<file path="src/rtl/fir_sample_scheduler_if.sv">
// Bundles the scheduler's stream, sample-buffer, engine, result and watchdog signals.
// master: scheduler side; slave: environment side (source, buffer, engine, consumer).
//   sample_in/sample_valid/sample_ready : input sample stream
//   buf_we/buf_waddr/buf_wdata          : circular sample-buffer write port
//   base_ptr/fir_start/fir_done/fir_result : FIR engine control and result
//   y_out/y_valid/y_ready               : result FIFO output stream
//   fir_timeout/timeout_clr             : sticky watchdog flag and its clear
interface fir_sample_scheduler_if #(
  parameter int unsigned BufAw = 14
);
  logic [17:0]      sample_in;
  logic             sample_valid;
  logic             sample_ready;
  logic             buf_we;
  logic [BufAw-1:0] buf_waddr;
  logic [17:0]      buf_wdata;
  logic [BufAw-1:0] base_ptr;
  logic             fir_start;
  logic             fir_done;
  logic [17:0]      fir_result;
  logic [17:0]      y_out;
  logic             y_valid;
  logic             y_ready;
  logic             fir_timeout;
  logic             timeout_clr;

  modport master (
    input  sample_in, sample_valid, fir_done, fir_result, y_ready, timeout_clr,
    output sample_ready, buf_we, buf_waddr, buf_wdata, base_ptr, fir_start,
           y_out, y_valid, fir_timeout
  );

  modport slave (
    output sample_in, sample_valid, fir_done, fir_result, y_ready, timeout_clr,
    input  sample_ready, buf_we, buf_waddr, buf_wdata, base_ptr, fir_start,
           y_out, y_valid, fir_timeout
  );
endinterface

</file>
<file path="src/rtl/fir_sample_scheduler.sv">
// Front-end sequencer for the FIR MAC engine: accepts one sample, writes it into the
// circular sample buffer, starts the engine, and queues the result in a small FIFO.
// A watchdog aborts a computation that does not finish within Timeout BUSY cycles.
// Ports:
//   clk_i : system clock, rising edge
//   rst_i : synchronous active-high reset
//   bus   : fir_sample_scheduler_if.master (stream in, buffer write, engine, results out)
module fir_sample_scheduler #(
  parameter int unsigned BufAw     = 14,
  parameter int unsigned FifoDepth = 4,
  parameter int unsigned Timeout   = 4200
) (
  input  logic                     clk_i,
  input  logic                     rst_i,
  fir_sample_scheduler_if.master   bus
);

  localparam int unsigned PtrW = (FifoDepth > 1) ? $clog2(FifoDepth) : 1;
  localparam int unsigned CntW = (Timeout > 1) ? $clog2(Timeout) : 1;
  localparam logic [CntW-1:0] TermCnt = CntW'(Timeout - 1);
  localparam logic [PtrW:0]   FullCnt = (PtrW + 1)'(FifoDepth);

  typedef enum logic [1:0] {StIdle, StWrite, StStart, StBusy} state_e;

  state_e           state_q, state_d;
  logic [17:0]      sample_q, sample_d;
  logic [BufAw-1:0] wptr_q, wptr_d;
  logic [BufAw-1:0] base_q, base_d;
  logic [CntW-1:0]  wd_cnt_q, wd_cnt_d;
  logic             timeout_q, timeout_d;

  logic [17:0]      mem_q [FifoDepth];
  logic [PtrW-1:0]  wr_ptr_q, rd_ptr_q;
  logic [PtrW:0]    cnt_q, cnt_d;

  logic push, pop, timeout_set, ready;

  // Ready only with room for the result of the one computation about to start.
  assign ready = (state_q == StIdle) && (cnt_q < FullCnt);
  assign pop   = (cnt_q != '0) && bus.y_ready;

  always_comb begin
    state_d     = state_q;
    sample_d    = sample_q;
    wptr_d      = wptr_q;
    base_d      = base_q;
    wd_cnt_d    = wd_cnt_q;
    push        = 1'b0;
    timeout_set = 1'b0;
    case (state_q)
      StIdle: begin
        if (bus.sample_valid && ready) begin
          sample_d = bus.sample_in;
          state_d  = StWrite;
        end
      end
      StWrite: begin
        base_d  = wptr_q;
        wptr_d  = wptr_q + 1'b1;
        state_d = StStart;
      end
      StStart: begin
        wd_cnt_d = '0;
        state_d  = StBusy;
      end
      StBusy: begin
        // A result on the terminal cycle still counts as a completion.
        if (bus.fir_done) begin
          push    = 1'b1;
          state_d = StIdle;
        end else if (wd_cnt_q == TermCnt) begin
          timeout_set = 1'b1;
          state_d     = StIdle;
        end else begin
          wd_cnt_d = wd_cnt_q + 1'b1;
        end
      end
      default: state_d = StIdle;
    endcase

    if (timeout_set) begin
      timeout_d = 1'b1;
    end else if (bus.timeout_clr) begin
      timeout_d = 1'b0;
    end else begin
      timeout_d = timeout_q;
    end

    cnt_d = cnt_q;
    if (push && !pop) begin
      cnt_d = cnt_q + 1'b1;
    end else if (pop && !push) begin
      cnt_d = cnt_q - 1'b1;
    end
  end

  always_ff @(posedge clk_i) begin
    if (rst_i) begin
      state_q   <= StIdle;
      sample_q  <= '0;
      wptr_q    <= '0;
      base_q    <= '0;
      wd_cnt_q  <= '0;
      timeout_q <= 1'b0;
      wr_ptr_q  <= '0;
      rd_ptr_q  <= '0;
      cnt_q     <= '0;
    end else begin
      state_q   <= state_d;
      sample_q  <= sample_d;
      wptr_q    <= wptr_d;
      base_q    <= base_d;
      wd_cnt_q  <= wd_cnt_d;
      timeout_q <= timeout_d;
      cnt_q     <= cnt_d;
      if (push) begin
        wr_ptr_q <= wr_ptr_q + 1'b1;
      end
      if (pop) begin
        rd_ptr_q <= rd_ptr_q + 1'b1;
      end
    end
  end

  // Storage needs no reset: emptiness is carried entirely by the pointers and count.
  always_ff @(posedge clk_i) begin
    if (!rst_i && push) begin
      mem_q[wr_ptr_q] <= bus.fir_result;
    end
  end

  assign bus.sample_ready = ready;
  assign bus.buf_we       = (state_q == StWrite);
  assign bus.buf_waddr    = wptr_q;
  assign bus.buf_wdata    = sample_q;
  assign bus.base_ptr     = base_q;
  assign bus.fir_start    = (state_q == StStart);
  assign bus.y_valid      = (cnt_q != '0);
  assign bus.y_out        = (cnt_q != '0) ? mem_q[rd_ptr_q] : '0;
  assign bus.fir_timeout  = timeout_q;

endmodule

</file>
<file path="src/flat_wrapper.sv">
// flat-port wrapper written by rule: the top's interface ports become plain ports
module fir_sample_scheduler_flat 
#(
  parameter int unsigned BufAw     = 14,
  parameter int unsigned FifoDepth = 4,
  parameter int unsigned Timeout   = 4200
)
  (clk_i, rst_i, bus_sample_in, bus_sample_valid, bus_fir_done, bus_fir_result, bus_y_ready, bus_timeout_clr, bus_sample_ready, bus_buf_we, bus_buf_waddr, bus_buf_wdata, bus_base_ptr, bus_fir_start, bus_y_out, bus_y_valid, bus_fir_timeout);
  fir_sample_scheduler_if #(.BufAw(BufAw)) bus_i ();
  input  logic clk_i;
  input  logic rst_i;
  input wire logic [$bits(bus_i.sample_in)-1:0] bus_sample_in;
  input wire logic [$bits(bus_i.sample_valid)-1:0] bus_sample_valid;
  input wire logic [$bits(bus_i.fir_done)-1:0] bus_fir_done;
  input wire logic [$bits(bus_i.fir_result)-1:0] bus_fir_result;
  input wire logic [$bits(bus_i.y_ready)-1:0] bus_y_ready;
  input wire logic [$bits(bus_i.timeout_clr)-1:0] bus_timeout_clr;
  output wire logic [$bits(bus_i.sample_ready)-1:0] bus_sample_ready;
  output wire logic [$bits(bus_i.buf_we)-1:0] bus_buf_we;
  output wire logic [$bits(bus_i.buf_waddr)-1:0] bus_buf_waddr;
  output wire logic [$bits(bus_i.buf_wdata)-1:0] bus_buf_wdata;
  output wire logic [$bits(bus_i.base_ptr)-1:0] bus_base_ptr;
  output wire logic [$bits(bus_i.fir_start)-1:0] bus_fir_start;
  output wire logic [$bits(bus_i.y_out)-1:0] bus_y_out;
  output wire logic [$bits(bus_i.y_valid)-1:0] bus_y_valid;
  output wire logic [$bits(bus_i.fir_timeout)-1:0] bus_fir_timeout;
  assign bus_i.sample_in = bus_sample_in;
  assign bus_i.sample_valid = bus_sample_valid;
  assign bus_i.fir_done = bus_fir_done;
  assign bus_i.fir_result = bus_fir_result;
  assign bus_i.y_ready = bus_y_ready;
  assign bus_i.timeout_clr = bus_timeout_clr;
  assign bus_sample_ready = bus_i.sample_ready;
  assign bus_buf_we = bus_i.buf_we;
  assign bus_buf_waddr = bus_i.buf_waddr;
  assign bus_buf_wdata = bus_i.buf_wdata;
  assign bus_base_ptr = bus_i.base_ptr;
  assign bus_fir_start = bus_i.fir_start;
  assign bus_y_out = bus_i.y_out;
  assign bus_y_valid = bus_i.y_valid;
  assign bus_fir_timeout = bus_i.fir_timeout;
  fir_sample_scheduler #(.BufAw(BufAw), .FifoDepth(FifoDepth), .Timeout(Timeout)) u_core (.clk_i(clk_i), .rst_i(rst_i), .bus(bus_i));
endmodule
</file>
<file path="config.mk">
export PLATFORM = sky130hd
export DESIGN_NAME = fir_sample_scheduler_flat
export DESIGN_NICKNAME = d
export VERILOG_FILES = /design/src/rtl/fir_sample_scheduler_if.sv /design/src/rtl/fir_sample_scheduler.sv /design/src/flat_wrapper.sv
export SDC_FILE = /design/constraint.sdc
export NUM_CORES = 1
export LEC_CHECK = 0
export CORE_MARGIN = 5
export CORE_UTILIZATION = 56
export CTS_CLUSTER_SIZE = 28
export DETAILED_ROUTE_END_ITERATION = 16
export GPL_ROUTABILITY_DRIVEN = 0
export PLACE_DENSITY = 0.85
export SLEW_MARGIN = 15
export SYNTH_ARGS = -nofsm -noshare
export SYNTH_HDL_FRONTEND = slang
export SYNTH_SLANG_ARGS = --single-unit
</file>
<file path="constraint.sdc">
create_clock -name clk_i -period 3.65 [get_ports clk_i]
set_input_delay 0.73 -clock clk_i [delete_from_list [all_inputs] [get_ports clk_i]]
set_output_delay 0.73 -clock clk_i [all_outputs]
set_load 0.02 [all_outputs]
</file>
# == Word level (Yosys, flattened, before mapping) ==
# Memories as Yosys holds them, arrays and structs flattened. A register that Yosys moved wholly into a read port is not among the register bits.
# Index checks and enable logic that the tools add are counted.
# totals
regBits,69
latch_bits,0
ramBits,72
mem_bits_ro,0
out_inout_bits,69
memories,1
# memory_table
memory,words,word_bits,rd,rd_clocked_by_memory_dff,wr,line,rtl
u_core.mem_q,4,18,1,1,1,fir_sample_scheduler.sv:32,logic [17:0] mem_q [FifoDepth];
# classes
addsub,6
n_mul,0
div_mod_pow,0
n_lt_le_gt_ge,1
n_eq_ne,8
shift,0
mux,21
bitwise,0
n_reduce_logical,17
# ops
cell,count
$mux W13,2
$pmux W13 S2,1
$mux W18,1
$add A14 B1 Y14 const B,1
$add A13 B1 Y13 const B,1
$eq A13 B13 Y1 const B,1
$mux W2,5
$mux W1,9
$pmux W2 S4,1
$logic_and A1 B1 Y1,6
$mux W3,2
$ne A2 B2 Y1 const B,3
$reduce_bool A2 Y1,3
$add A2 B1 Y2 const B,2
$eq A2 B2 Y1 const B,2
$reduce_and A2 Y1,2
$add A3 B1 Y3 const B,1
$logic_not A1 Y1,3
$lt A3 B3 Y1 const B,1
$ne A3 B2 Y1 const B,1
$reduce_and A3 Y1,1
$reduce_bool A3 Y1,1
$sub A3 B1 Y3 const B,1
$eq A2 B1 Y1 const B,1
$logic_not A2 Y1,1

# == Logic depth before layout (Yosys ltp) ==
# depth
depth_word,6
depth_mapped,9

# == Least setup slack after synthesis ==
# No wires, ideal clock.
# synth_path
path_type,flip-flop to output port
start,register (tool-made name)
end,output bus_y_out[10]
arrival_time_ps,1607
required_time_ps,2920
slack_ps,1313
path_stages_with_launch,5
path_cell_list,dfxtp_1 -> buf_2 -> buf_2 -> mux4_2 -> and2_1
# synth_rtl
item,line,rtl
to (decl),flat_wrapper.sv:24,output wire logic [$bits(bus_i.y_out)-1:0] bus_y_out;

==> run_results.csv <==
group,metric,value,unit
global_route,antenna_found_initial,0,
synthesis,synth_edf_count,72,
clock_network,htree_num_levels,4,
clock_network,clock_path_buffers,2,
clock_network,clk_latency,0.52,ns
timing,hold_viol_final,0,
synthesis,syn_area_per_cell,12.4,sq um
route,top_layer,"met4",
setup_path,slowest_delay,0.59,ns
layout,synthToLayoutAreaGrowth,31.5,%
clock_network,clock-sinks,143,
route,wirelength,12300,microns
timing,setup_violations,0,
timing,fin_crit_sh,90.5,%
layout,layout_commonest_cell,"clkdlybuf4s50_1",
clock_network,postCtsResizedCells,0,
timing,max_freq,303,MHz
synthesis,syn_inst,467,
synthesis,syn_nets,522,
power_and_ir_drop,leakagePower,2.68,nW
synthesis,synth.distinct_cells,46,
synthesis,async_flop_share,0,%
setup_path,path_buf_inv,2,
global_route,grt_pass1_vias,4145,
outcome,outcome,"complete, no violations",
route,drt-met1-wl,5070,microns
placed_design,dpl.hpwl,8410,microns
power_and_ir_drop,p_sw_share,29.7,%
clock_network,cts_made_buffers,17,
floorplan,fp.dieH,112,microns
clock_network,post_cts_buffers,0,
global_route,grt_overflow,0,
floorplan,core-area,0.0102,sq mm
route,drtIter0Drc,218,
power_and_ir_drop,p_per_area,651,mW/mm^2
min_path,worstHoldPathType,"reg -> reg",
route,met2_length,6100,microns
setup_path,reg2reg_slack,1.00,ns
setup_path,timing.rr.end,"u_core.cnt_q[2]",
layout,drive_above_1_share,10.3,%
synthesis,syn_area,0.00580,sq mm
setup_path,cp_top_family,"buffers and inverters",
timing,rsz0062_at_grt,"no",
setup_path,endpoint,"bus_y_out[14]",
timing,finalWorstSetupSlack,0.348,ns
timing,skew,0.0105,ns
clock_network,ctsRootBufferMaster,"clkbuf_8",
setup_path,start_kind,"register",
power_and_ir_drop,p_comb_share,28.7,%
layout,fillers,673,
timing,finalMaxSlewViolations,0,
global_route,track_usage,20.6,%
layout,nets,636,
timing,finalSetupTns,0,ns
synthesis,yosysSeqAreaShare,61.8,%
synthesis,ys.flop_type,"edfxtp_1",
route,drc,0,
timing,finalWorstPathRequiredPeriod,3.30,ns
floorplan,die_x,112,microns
setup_path,critPathSlowestCell,"dfxtp_1",
setup_path,required,2.92,ns
layout,diodes,0,
power_and_ir_drop,internal_power,3.49,mW
synthesis,synthDominantCellAreaShare,37.3,%
route,vias,4037,
global_route,grt_pass1_wl,20600,microns
setup_path,r2r-start,"u_core.cnt_q[2]",
route,wl_per_cell,16.8,microns
power_and_ir_drop,ir_drop,0.000472,V
setup_path,reg2reg_depth,8,
power_and_ir_drop,pwr-share-seq,37.4,%
clock_network,hold_buffers,0,
run,drv_cap,0,
synthesis,ys_warn_count,0,
synthesis,synth_area_leaders,"edfxtp_1, dfxtp_1, mux4_2",
power_and_ir_drop,clockPowerShare,33.9,%
clock_network,clk_pin_slew,0.06,ns
power_and_ir_drop,p_sw,1.47,mW
synthesis,synth-seq-cells,143,
route,dr.pass1.iters,5,
clock_network,cts_tree,"yes",
route,ant_nets,0,
floorplan,pin_count,111,
placed_design,dp_slack,0.821,ns
placed_design,port_buffers,110,
floorplan,die-area,0.0125,sq mm
setup_path,worstSetupPathDepth,4,
global_route,grt_max_degree,37,
timing,worst_pin_slew,0.686,ns
setup_path,endpoint_kind,"output port",
setup_path,cp_max_fo,13,
setup_path,crit_type,"reg -> out",
floorplan,rows,37,
route,wl_met3,930,microns
setup_path,arrival,2.57,ns
synthesis,synth_area_leader_cell,"edfxtp_1",
layout,finalCoreUtilization,74.5,%
setup_path,cp_cell_sequence,"buf_12, mux4_2, and2_1, clkdlybuf4s50_1",
route,vias_per_cell,5.53,
timing,relSlewSlack,54.2,%
floorplan,start_util,56.7,%
layout,layout_common_cells,"clkdlybuf4s50_1, edfxtp_1, dfxtp_1",
==> worst min-delay path by stage <==
stage | start | to | depth (start not counted)
after global routing | u_core.bus.buf_wdata[9] | u_core.bus.buf_wdata[9] | 2
after CTS | u_core.bus.buf_wdata[9] | u_core.bus.buf_wdata[9] | 2
after floorplan | u_core.wd_cnt_q[12] | u_core.wd_cnt_q[12] | 1
after detailed placement | u_core.bus.buf_wdata[9] | u_core.bus.buf_wdata[9] | 2
final | u_core.bus.buf_wdata[9] | u_core.bus.buf_wdata[9] | 2
after global placement | u_core.bus.buf_wdata[16] | u_core.bus.buf_wdata[16] | 2
==> cells by family after synthesis <==
logic type / count (synthesis) / share of synthesized area, %
flops: 143 / 61.8
compound gates: 59 / 6.24
buf+inv: 33 / 2.37
xor+xnor: 15 / 2.27
simple gates: 169 / 14.5
fa+ha+maj: 13 / 2.93
mux: 35 / 9.93
==> area by class of cell <==
cell class	count	area, sq um	area share, %
multi-input combinational	291	2080	27.2
tap	136	170	2.23
inverter	9	33.8	0.443
sequential	143	3580	47.0
timing repair buffer	119	1180	15.4
clock inverter	13	163	2.13
clock buffer	19	422	5.53
==> registers in the layout, summed over array words and instances (netlist names), named ones only <==
name	cells
u_core.rd_ptr_q	2
u_core.bus.fir_timeout	1
u_core.wr_ptr_q	2
u_core.wd_cnt_q	13
u_core.cnt_q	3
u_core.state_q	2
u_core.bus.base_ptr	14
u_core.mem_q	72
u_core.bus.buf_waddr	14
u_core.bus.buf_wdata	18
==> tightest hold or removal path, delay by kind of cell, from the launching register on <==
kind / cells / cell delay, ns
flops: 1 / 0.31
compound gates: 1 / 0.05
simple gates: 1 / 0.05
==> stage by stage <==
| stage | area (sq um) | hold slack, ns | power [mW] | instances |
|---|---|---|---|---|
| floorplan | 5800 | 0.465 | 2.75 | 467 |
| global placement | 7040 | 0.441 | 3.27 | 698 |
| detailed placement | 7040 | 0.446 | 3.32 | 698 |
| CTS | 7620 | 0.454 | 5.01 | 730 |
| global route | 7620 | 0.472 | 5.20 | 730 |
| finish | 7620 | 0.454 | 4.96 | 730 |
==> synth_stat cells (2+ instances only) <==
master    count
mux4_2       18
and2_1       24
and4_1        6
o21ai_0       6
inv_1         9
dfxtp_1      71
mux2i_1      17
nor4_1        2
a21oi_1      35
and3_1        2
xnor2_1       2
nand3_1      15
edfxtp_1     72
buf_2         2
nand2_1      56
o22a_1        4
or4_1         3
nor2b_1       5
or3_1         5
nand4_1       6
xor2_1       13
o211ai_1      2
clkbuf_1     15
buf_1         5
ha_1         12
nand2b_1      2
nor2_1       37
a31oi_1       3
==> metal layers <==
metal / vias to the layer above / GRT usage, %
li1: 1916 / -
met1: 1969 / 24.8
met2: 135 / 34.9
met3: 17 / 7.55
met4: 0 / 5.76
met5: - / 0
==> power by group through the flow <==
| stage | clock (mW) | sequential [mW] | combinational (mW) |
|---|---|---|---|
| after floorplan | 0 | 1.93 | 0.824 |
| after global placement | 0 | 1.88 | 1.39 |
| after detailed placement | 0 | 1.89 | 1.43 |
| after CTS | 1.71 | 1.86 | 1.44 |
| after global routing | 1.79 | 1.87 | 1.53 |
| final | 1.68 | 1.86 | 1.42 |
Note: power is estimated with default switching activity, not from simulation.
